<file path="config.mk">
export PLATFORM = sky130hd
export DESIGN_NAME = nvram_upload_server
export DESIGN_NICKNAME = d
export VERILOG_FILES = /design/src/rtl/nvram_upload_server.sv
export SDC_FILE = /design/constraint.sdc
export NUM_CORES = 1
export LEC_CHECK = 0
export ABC_AREA = 0
export CAP_MARGIN = 20
export CELL_PAD_IN_SITES_DETAIL_PLACEMENT = 1
export CELL_PAD_IN_SITES_GLOBAL_PLACEMENT = 2
export CORE_ASPECT_RATIO = 0.75
export CORE_MARGIN = 4
export CORE_UTILIZATION = 29
export DETAILED_ROUTE_END_ITERATION = 8
export PLACE_DENSITY = 0.88
export SLEW_MARGIN = 20
export SYNTH_ARGS = -nofsm -noshare
export SYNTH_HDL_FRONTEND = slang
export SYNTH_SLANG_ARGS = --single-unit
</file>
<file path="constraint.sdc">
create_clock -name clk_sys -period 5.1 [get_ports clk_sys]
set_input_delay 1.53 -clock clk_sys [delete_from_list [all_inputs] [get_ports clk_sys]]
set_output_delay 1.53 -clock clk_sys [all_outputs]
set_load 0.005 [all_outputs]
</file>
<file path="src/rtl/nvram_upload_server.sv">
// Serves hps_io upload requests from the battery-backed CMOS RAM.
// While an upload session is open it holds the CPU off that RAM with pause_cpu.
//
// state | meaning
// IDLE  | no session; CPU runs freely
// PAUSE | session open; waiting for the CPU's in-flight CMOS access to finish
// ARMED | CPU held off; waiting for a byte request
// READ  | RAM latency down-count; the byte is returned when the count expires
module nvram_upload_server #(
    parameter logic [7:0] INDEX   = 8'd4,
    parameter int         AW      = 10,
    parameter int         RAM_LAT = 1
) (
    input  logic          clk_sys,
    input  logic          reset,
    input  logic          ioctl_upload,
    input  logic [7:0]    ioctl_index,
    input  logic          ioctl_rd,
    input  logic [24:0]   ioctl_addr,
    output logic [7:0]    ioctl_din,
    output logic          ioctl_wait,
    output logic [AW-1:0] ram_addr,
    output logic          ram_rd,
    input  logic [7:0]    ram_q,
    output logic          pause_cpu,
    input  logic          cpu_ram_busy,
    input  logic          cpu_ram_wr,
    output logic          nv_dirty
);

    typedef enum logic [1:0] {S_IDLE, S_PAUSE, S_ARMED, S_READ} state_t;

    localparam logic [1:0] LAT_CNT = 2'(RAM_LAT);

    state_t        state_q, state_d;
    logic          sel_q, sel_d;
    logic          pending_q, pending_d;
    logic [24:0]   req_addr_q, req_addr_d;
    logic          oor_q, oor_d;
    logic [1:0]    cnt_q, cnt_d;
    logic          full_seen_q, full_seen_d;
    logic [7:0]    din_q, din_d;
    logic          wait_q, wait_d;
    logic [AW-1:0] ram_addr_q, ram_addr_d;
    logic          ram_rd_q, ram_rd_d;
    logic          pause_q, pause_d;
    logic          dirty_q, dirty_d;

    logic [24:0]   cur_addr;
    logic          cur_oor;
    logic          dirty_clr;

    always_comb begin
        state_d     = state_q;
        sel_d       = ioctl_upload && (ioctl_index == INDEX);
        pending_d   = pending_q;
        req_addr_d  = req_addr_q;
        oor_d       = oor_q;
        cnt_d       = cnt_q;
        full_seen_d = full_seen_q;
        din_d       = din_q;
        wait_d      = wait_q;
        ram_addr_d  = ram_addr_q;
        ram_rd_d    = 1'b0;
        pause_d     = pause_q;
        dirty_clr   = 1'b0;
        // A request latched during PAUSE is served with the address it carried.
        cur_addr    = pending_q ? req_addr_q : ioctl_addr;
        cur_oor     = (cur_addr[24:AW] != '0);

        // Session end (or index change) takes priority over any read in flight.
        if (state_q != S_IDLE && !sel_q) begin
            state_d   = S_IDLE;
            pause_d   = 1'b0;
            wait_d    = 1'b0;
            pending_d = 1'b0;
            dirty_clr = full_seen_q;
        end else begin
            case (state_q)
                S_IDLE: begin
                    if (sel_q) begin
                        state_d     = S_PAUSE;
                        pause_d     = 1'b1;
                        full_seen_d = 1'b0;
                        pending_d   = 1'b0;
                    end
                end
                S_PAUSE: begin
                    pause_d = 1'b1;
                    if (ioctl_rd) begin
                        pending_d  = 1'b1;
                        req_addr_d = ioctl_addr;
                        wait_d     = 1'b1;
                    end
                    if (!cpu_ram_busy) begin
                        state_d = S_ARMED;
                    end
                end
                S_ARMED: begin
                    if (ioctl_rd || pending_q) begin
                        pending_d = 1'b0;
                        wait_d    = 1'b1;
                        cnt_d     = LAT_CNT;
                        oor_d     = cur_oor;
                        if (!cur_oor) begin
                            ram_addr_d = cur_addr[AW-1:0];
                            ram_rd_d   = 1'b1;
                            if (cur_addr[AW-1:0] == '1) begin
                                full_seen_d = 1'b1;
                            end
                        end
                        state_d = S_READ;
                    end
                end
                S_READ: begin
                    if (cnt_q == 2'd0) begin
                        din_d   = oor_q ? 8'hFF : ram_q;
                        wait_d  = 1'b0;
                        state_d = S_ARMED;
                    end else begin
                        cnt_d = cnt_q - 2'd1;
                    end
                end
                default: state_d = S_IDLE;
            endcase
        end

        // A CPU write in the clearing cycle still leaves the image dirty.
        dirty_d = (dirty_q && !dirty_clr) || cpu_ram_wr;
    end

    always_ff @(posedge clk_sys) begin
        if (reset) begin
            state_q     <= S_IDLE;
            sel_q       <= 1'b0;
            pending_q   <= 1'b0;
            req_addr_q  <= '0;
            oor_q       <= 1'b0;
            cnt_q       <= 2'd0;
            full_seen_q <= 1'b0;
            din_q       <= 8'h00;
            wait_q      <= 1'b0;
            ram_addr_q  <= '0;
            ram_rd_q    <= 1'b0;
            pause_q     <= 1'b0;
            dirty_q     <= 1'b0;
        end else begin
            state_q     <= state_d;
            sel_q       <= sel_d;
            pending_q   <= pending_d;
            req_addr_q  <= req_addr_d;
            oor_q       <= oor_d;
            cnt_q       <= cnt_d;
            full_seen_q <= full_seen_d;
            din_q       <= din_d;
            wait_q      <= wait_d;
            ram_addr_q  <= ram_addr_d;
            ram_rd_q    <= ram_rd_d;
            pause_q     <= pause_d;
            dirty_q     <= dirty_d;
        end
    end

    assign ioctl_din  = din_q;
    assign ioctl_wait = wait_q;
    assign ram_addr   = ram_addr_q;
    assign ram_rd     = ram_rd_q;
    assign pause_cpu  = pause_q;
    assign nv_dirty   = dirty_q;

endmodule

</file>
==> results of run 1 <==
==> area by class of cell <==
cell class                      instances  area (um^2)
Clock buffer                            6          129
Clock inverter                          2         60.1
Fill cell                             982         4720
Inverter                                7         26.3
Multi-Input combinational cell        217         1250
Sequential cell                        55         1100
Tap cell                              105          131
Timing Repair Buffer                   71          711
==> synthesized netlist by cell type (all sizes together), types with 2 or more instances <==
master / number
and3: 5
nand4: 3
a211oi: 8
o21ai: 5
mux2: 5
nand2b: 6
nor4b: 2
mux2i: 8
buf: 13
nand2: 71
inv: 7
clkbuf: 8
a21oi: 34
and2: 2
nor2b: 5
dfxtp: 55
nand3: 2
o22ai: 2
nor3: 2
nor2: 25
nor4: 9
o211ai: 6
==> flip-flops by register name (all words and copies together) (netlist names) <==
register	count
ioctl_din	8
ram_rd	1
nv_dirty	1
full_seen_q	1
pending_q	1
oor_q	1
state_q	2
req_addr_q	25
ram_addr	10
pause_cpu	1
cnt_q	2
sel_q	1
ioctl_wait	1
==> power by group through the flow <==
| stage | Combinational [mW] | Clock [mW] | Sequential [mW] |
|---|---|---|---|
| 5_1_grt | 0.0676 | 0.460 | 0.430 |
| 3_5_place_dp | 0.0630 | 0 | 0.440 |
| 3_3_place_gp | 0.0623 | 0 | 0.440 |
| 4_1_cts | 0.0633 | 0.447 | 0.430 |
| 6_report | 0.0625 | 0.437 | 0.430 |
| 2_1_floorplan | 0.0160 | 0 | 0.440 |
==> metrics by stage <==
step                      cells  hold WS [ps]  setup WS [ps]  power [mW]  area [um^2]
after CTS                   462           459           1870       0.940         3390
after floorplan             300           432           2380       0.456         2490
after global routing        463           482           1720       0.957         3410
final                       463           459           1850       0.930         3410
after detailed placement    454           448           1570       0.503         3210
after global placement      454           441           1610       0.502         3210
==> final timing paths <==
path | startpoint | slack, ps | to | cells after the start
max | ioctl_addr[15] | 1850 | ram_addr[5] | 5
min | cnt_q[1] | 460 | cnt_q[1] | 2
max reg2reg | pending_q | 2630 | ram_addr[5] | 5
min reg2reg | cnt_q[1] | 460 | cnt_q[1] | 2
==> logic make-up after synthesis <==
group | Yosys count
simple gates | 138
mux | 13
compound gates | 65
flops | 55
buf+inv | 28
fa+ha+maj | 1
==> metal layers <==
| metal | track usage | up-vias | wire length, um |
|---|---|---|---|
| li1 | - | 1155 | - |
| met1 | 0.197 | 1069 | 3500 |
| met2 | 0.224 | 39 | 3200 |
| met3 | 0.0269 | 4 | 310 |
| met4 | 0.0448 | 0 | 71 |
| met5 | 0 | - | 0 |
==> critical path, cell delays in order <==
cell	delay (ps)
clkdlybuf4s50_1	430
nor4_1	440
and3b_1	270
o221ai_2	340
mux2_4	400
==> impl_metrics.toml, run 1 <==
[status]
status = "finished clean"

[setup_path]
required_ps = 5280
crit_arrival_ps = 3430
worstSetupPathType = "in2reg"
cp-start-kind = "input port"
crit_fanout = 11
cp-end-kind = "flip-flop"

[final_layout]
area_delta_synth_final_pct = 37.1
final_cell_mix = "71 x nand2_1, 68 x clkdlybuf4s50_1, 55 x dfxtp_1, 34 x a21oi_1, 24 x nor2_1"
drive_gt1_frac = 0.0726
fin_nets = 405
antenna_cells = 0
finish.utilization = 0.419
final_common_cell = "nand2_1"

[floorplan]
num_rows = 28
ios = 69
dieArea_um2 = 10100
chipHeight_um = 88.2
core_area_um2 = 8130
initial_core_util = 0.306
die_w_um = 115

[clock_tree]
cts_setup_buffers = 0
clock_sinks = 55
clock_path_buffers = 2
cts_tree = "yes"
hold_buffers = 0
clk_pin_slew_worst_paths_ps = 70
clk_latency_ps = 290
clockRootBuffer = "clkbuf_16"
ctsResizeCount = 0
h-tree-depth = 2
cts_buffers = 5

[power]
ir_worst_vdd_mv = 0.127
p_sw_mw = 0.180
switching_share = 0.194
power_density_nw_per_um2 = 273
p_seq_frac = 0.463
p_clk_frac = 0.470
p_comb_frac = 0.067
p_leak_nw = 1.19
p_int_mw = 0.749

[sta]
post-route-period-util = 0.637
worst_slew_pin_slew_ps = 952
relSlewSlack = 0.366
setup-tns-final_ps = 0
fmax_mhz = 308
fin_crit_ps = 3250
drv_slew = 0
skew_ps = 4.64
setup_viol = 0
timing_hold_violations_final = 0
rsz0062_at_grt = "false"

[synth]
yosys_warnings = 0
synthesis.area_um2 = 2490
synth_simple_gate_area_share = 0.276
synth_largest_area_cell = "dfxtp_1"
yosysSeqAreaShare = 0.443
avgSynthCellArea_um2 = 8.29
synthAdderAreaFrac = 0.00503
synth_xor_area_frac = 0
syn-instance-count = 300
ys_seq_elements = 55
synth_top_area_share = 0.443
synth_nets = 348
synth.area.mux_share = 0.0564
async_reset_ff_frac = 0
synth_compound_area_frac = 0.166
yosysUniqueCellTypes = 48
synthTopCellsByArea = "dfxtp_1 44%, nand2_1 11%, a21oi_1 6.8%"
synth-edff-count = 0
synth_top_family_by_area = "simple AND/OR/NAND/NOR gates"
synth-main-ff-cell = "dfxtp_1"

[placed_design]
io_buffers = 68
post-dp-hpwl_mm = 5.28
gp_congestion = 0.790

[global_route]
grtUsageTotal = 0.142
grt_pass1_wl_mm = 11.5
antenna_found_initial = 0
overflow = 0
grt_pass1_vias = 2296
grt_max_degree = 46

[run]
cap_violations = 0

[route]
drtIter0Drc = 74
vias = 2267
drtPass1Iterations = 4
drc_errors = 0
viasPerCell = 4.90
wirelength_mm = 7.08
antenna_left = 0
wl_per_cell_um = 15.3

[worst_hold_path]
worst_hold_path_type = "reg2reg"
No activity file was read; power rests on OpenSTA's default activity.
==> run 2, diff against run 1 <==
--- a/config.mk
+++ b/config.mk
@@ -11,9 +11,9 @@
 export CELL_PAD_IN_SITES_GLOBAL_PLACEMENT = 2
 export CORE_ASPECT_RATIO = 0.75
 export CORE_MARGIN = 4
-export CORE_UTILIZATION = 29
+export CORE_UTILIZATION = 27
 export DETAILED_ROUTE_END_ITERATION = 8
-export PLACE_DENSITY = 0.88
+export PLACE_DENSITY = 0.83
 export SLEW_MARGIN = 20
 export SYNTH_ARGS = -nofsm -noshare
 export SYNTH_HDL_FRONTEND = slang
==> constraint.sdc (replaced) <==
create_clock -name clk_sys -period 3.17 [get_ports clk_sys]
set_input_delay 0.951 -clock clk_sys [delete_from_list [all_inputs] [get_ports clk_sys]]
set_output_delay 0.951 -clock clk_sys [all_outputs]
set_load 0.005 [all_outputs]
==> run 2 against run 1 <==
Net effect:
- cell area decreased by 0.37%
- sequential cell count unchanged
- clock skew about the same
- die area increased by 6.8%
- worst setup slack got worse by 1200 ps
- power increased by 43%
- critical path depth increased by 1
- non-clock buffer count increased by 5
- final cell count increased by 2.6%
==> impl_metrics.toml, run 2 (synthesis gave the netlist of run 1 again) <==
[status]
status = "finished clean"

[power]
p_int_mw = 1.05
p_leak_nw = 1.18
p_comb_frac = 0.078
power_density_nw_per_um2 = 391
p_seq_frac = 0.521
switching_share = 0.212
p_clk_frac = 0.401
p_sw_mw = 0.281
ir_worst_vdd_mv = 0.226

[final_layout]
largest_register_ffs = 25
n_fill_cell = 1081
fin_nets = 410
area_delta_synth_final_pct = 36.6
drive_gt1_frac = 0.0826
final_common_cell = "nand2_1"
top_register = "req_addr_q"
antenna_cells = 0
final_cell_mix = "71 x nand2_1, 68 x clkdlybuf4s50_1, 55 x dfxtp_1, 34 x a21oi_1, 24 x nor2_1"

[setup_path]
worstSetupPathType = "in2reg"
crit_chain = "clkdlybuf4s50_1 -> nor4_1 -> and3b_1 -> o221ai_2 -> buf_4 -> mux2i_1"
required_ps = 3340
crit_fanout = 7
crit_arrival_ps = 2660
critPathSlowestCell = "nor4_1"
cp-start-kind = "input port"
critPathMaxStageDelay_ps = 450
cp-end-kind = "flip-flop"

[clock_tree]
hold_buffers = 0
clock_path_buffers = 2
clockRootBuffer = "clkbuf_16"
h-tree-depth = 2
cts_setup_buffers = 0
ctsResizeCount = 0
cts_tree = "yes"
cts_buffers = 5
clk_pin_slew_worst_paths_ps = 70
clock_sinks = 55
clk_latency_ps = 290

[sta]
whs_ps = 461
skew_ps = 5.08
fin_crit_ps = 2490
relSlewSlack = 0.562
fmax_mhz = 401
post-route-period-util = 0.786
rsz0062_at_grt = "false"
setup_viol = 0
drv_slew = 0
timing_hold_violations_final = 0
setup-tns-final_ps = 0
worst_slew_pin_slew_ps = 656

[floorplan]
initial_core_util = 0.276
num_rows = 30
chipHeight_um = 91.1
core_area_um2 = 9010
dieArea_um2 = 10800
die_w_um = 119
ios = 69

[route]
viasPerCell = 4.82
wirelength_mm = 7.21
drtPass1Iterations = 4
drtIter0Drc = 74
drc_errors = 0
antenna_left = 0
wl_per_cell_um = 15.2
vias = 2290

[global_route]
overflow = 0
antenna_found_initial = 0
grt_max_degree = 46
grtUsageTotal = 0.133
grt_pass1_vias = 2245
grt_pass1_wl_mm = 11.8

[placed_design]
gp_congestion = 0.739
io_buffers = 68
post-dp-hpwl_mm = 5.38

[worst_hold_path]
worst_hold_path_type = "reg2reg"

[run]
cap_violations = 0
[run 2: changes by cell type in the layout (fill, tap and decap cells not counted), sizes merged]
cell	delta
clkinv	+1
bufinv	-2
buf	+5
clkbuf	+1
[run 2: area by class of cell]
type / count / area (um^2) / area share
multi-input combinational: 217 / 1250 / 0.368
sequential: 55 / 1100 / 0.324
timing repair buffer: 76 / 741 / 0.218
tap: 112 / 140 / 0.0413
clock buffer: 7 / 133 / 0.0390
inverter: 7 / 26.3 / 0.00773
clock inverter: 1 / 5.00 / 0.00147
[run 2: power by group through the flow]
stage               clock network (mW)  logic (mW)  registers [mW]
global placement                     0       0.102           0.708
finish                           0.532       0.103           0.692
detailed placement                   0       0.104           0.708
floorplan                            0      0.0257           0.708
global route                     0.585       0.112           0.692
CTS                              0.552       0.105           0.692
[run 2: metrics by stage]
| step | area [um^2] | util | cells | total power, mW | setup slack [ps] |
|---|---|---|---|---|---|
| 2_1_floorplan | 2490 | - | 300 | 0.734 | 1020 |
| 3_3_place_gp | 3260 | 0.362 | 467 | 0.810 | 442 |
| 3_5_place_dp | 3260 | 0.362 | 467 | 0.812 | 390 |
| 4_1_cts | 3400 | 0.377 | 475 | 1.35 | 673 |
| 5_1_grt | 3400 | 0.377 | 475 | 1.39 | 509 |
| 6_report | 3400 | 0.377 | 475 | 1.33 | 678 |
[run 2: worst max-delay path: cells and delay by family]
family          cells  cell delay, ps
simple gates        2             730
mux                 1             120
buf+inv             2             660
compound gates      1             200
[run 2: worst paths after layout]
kind	slack (ps)	startpoint	end	cells past startpoint
worst max-delay path	680	ioctl_addr[14]	ram_addr[3]	6
worst min-delay path	460	ram_addr[7]	ram_addr[7]	2
worst max register to register	1080	pending_q	ram_addr[3]	6
worst min register to register	460	ram_addr[7]	ram_addr[7]	2
[run 2: layer usage]
layer | vias up | routed length (um) | track usage
met5 | - | 0 | 0
met3 | 5 | 259 | 0.0293
met2 | 40 | 3160 | 0.200
met1 | 1080 | 3730 | 0.192
li1 | 1165 | - | -
met4 | 0 | 55 | 0.0318
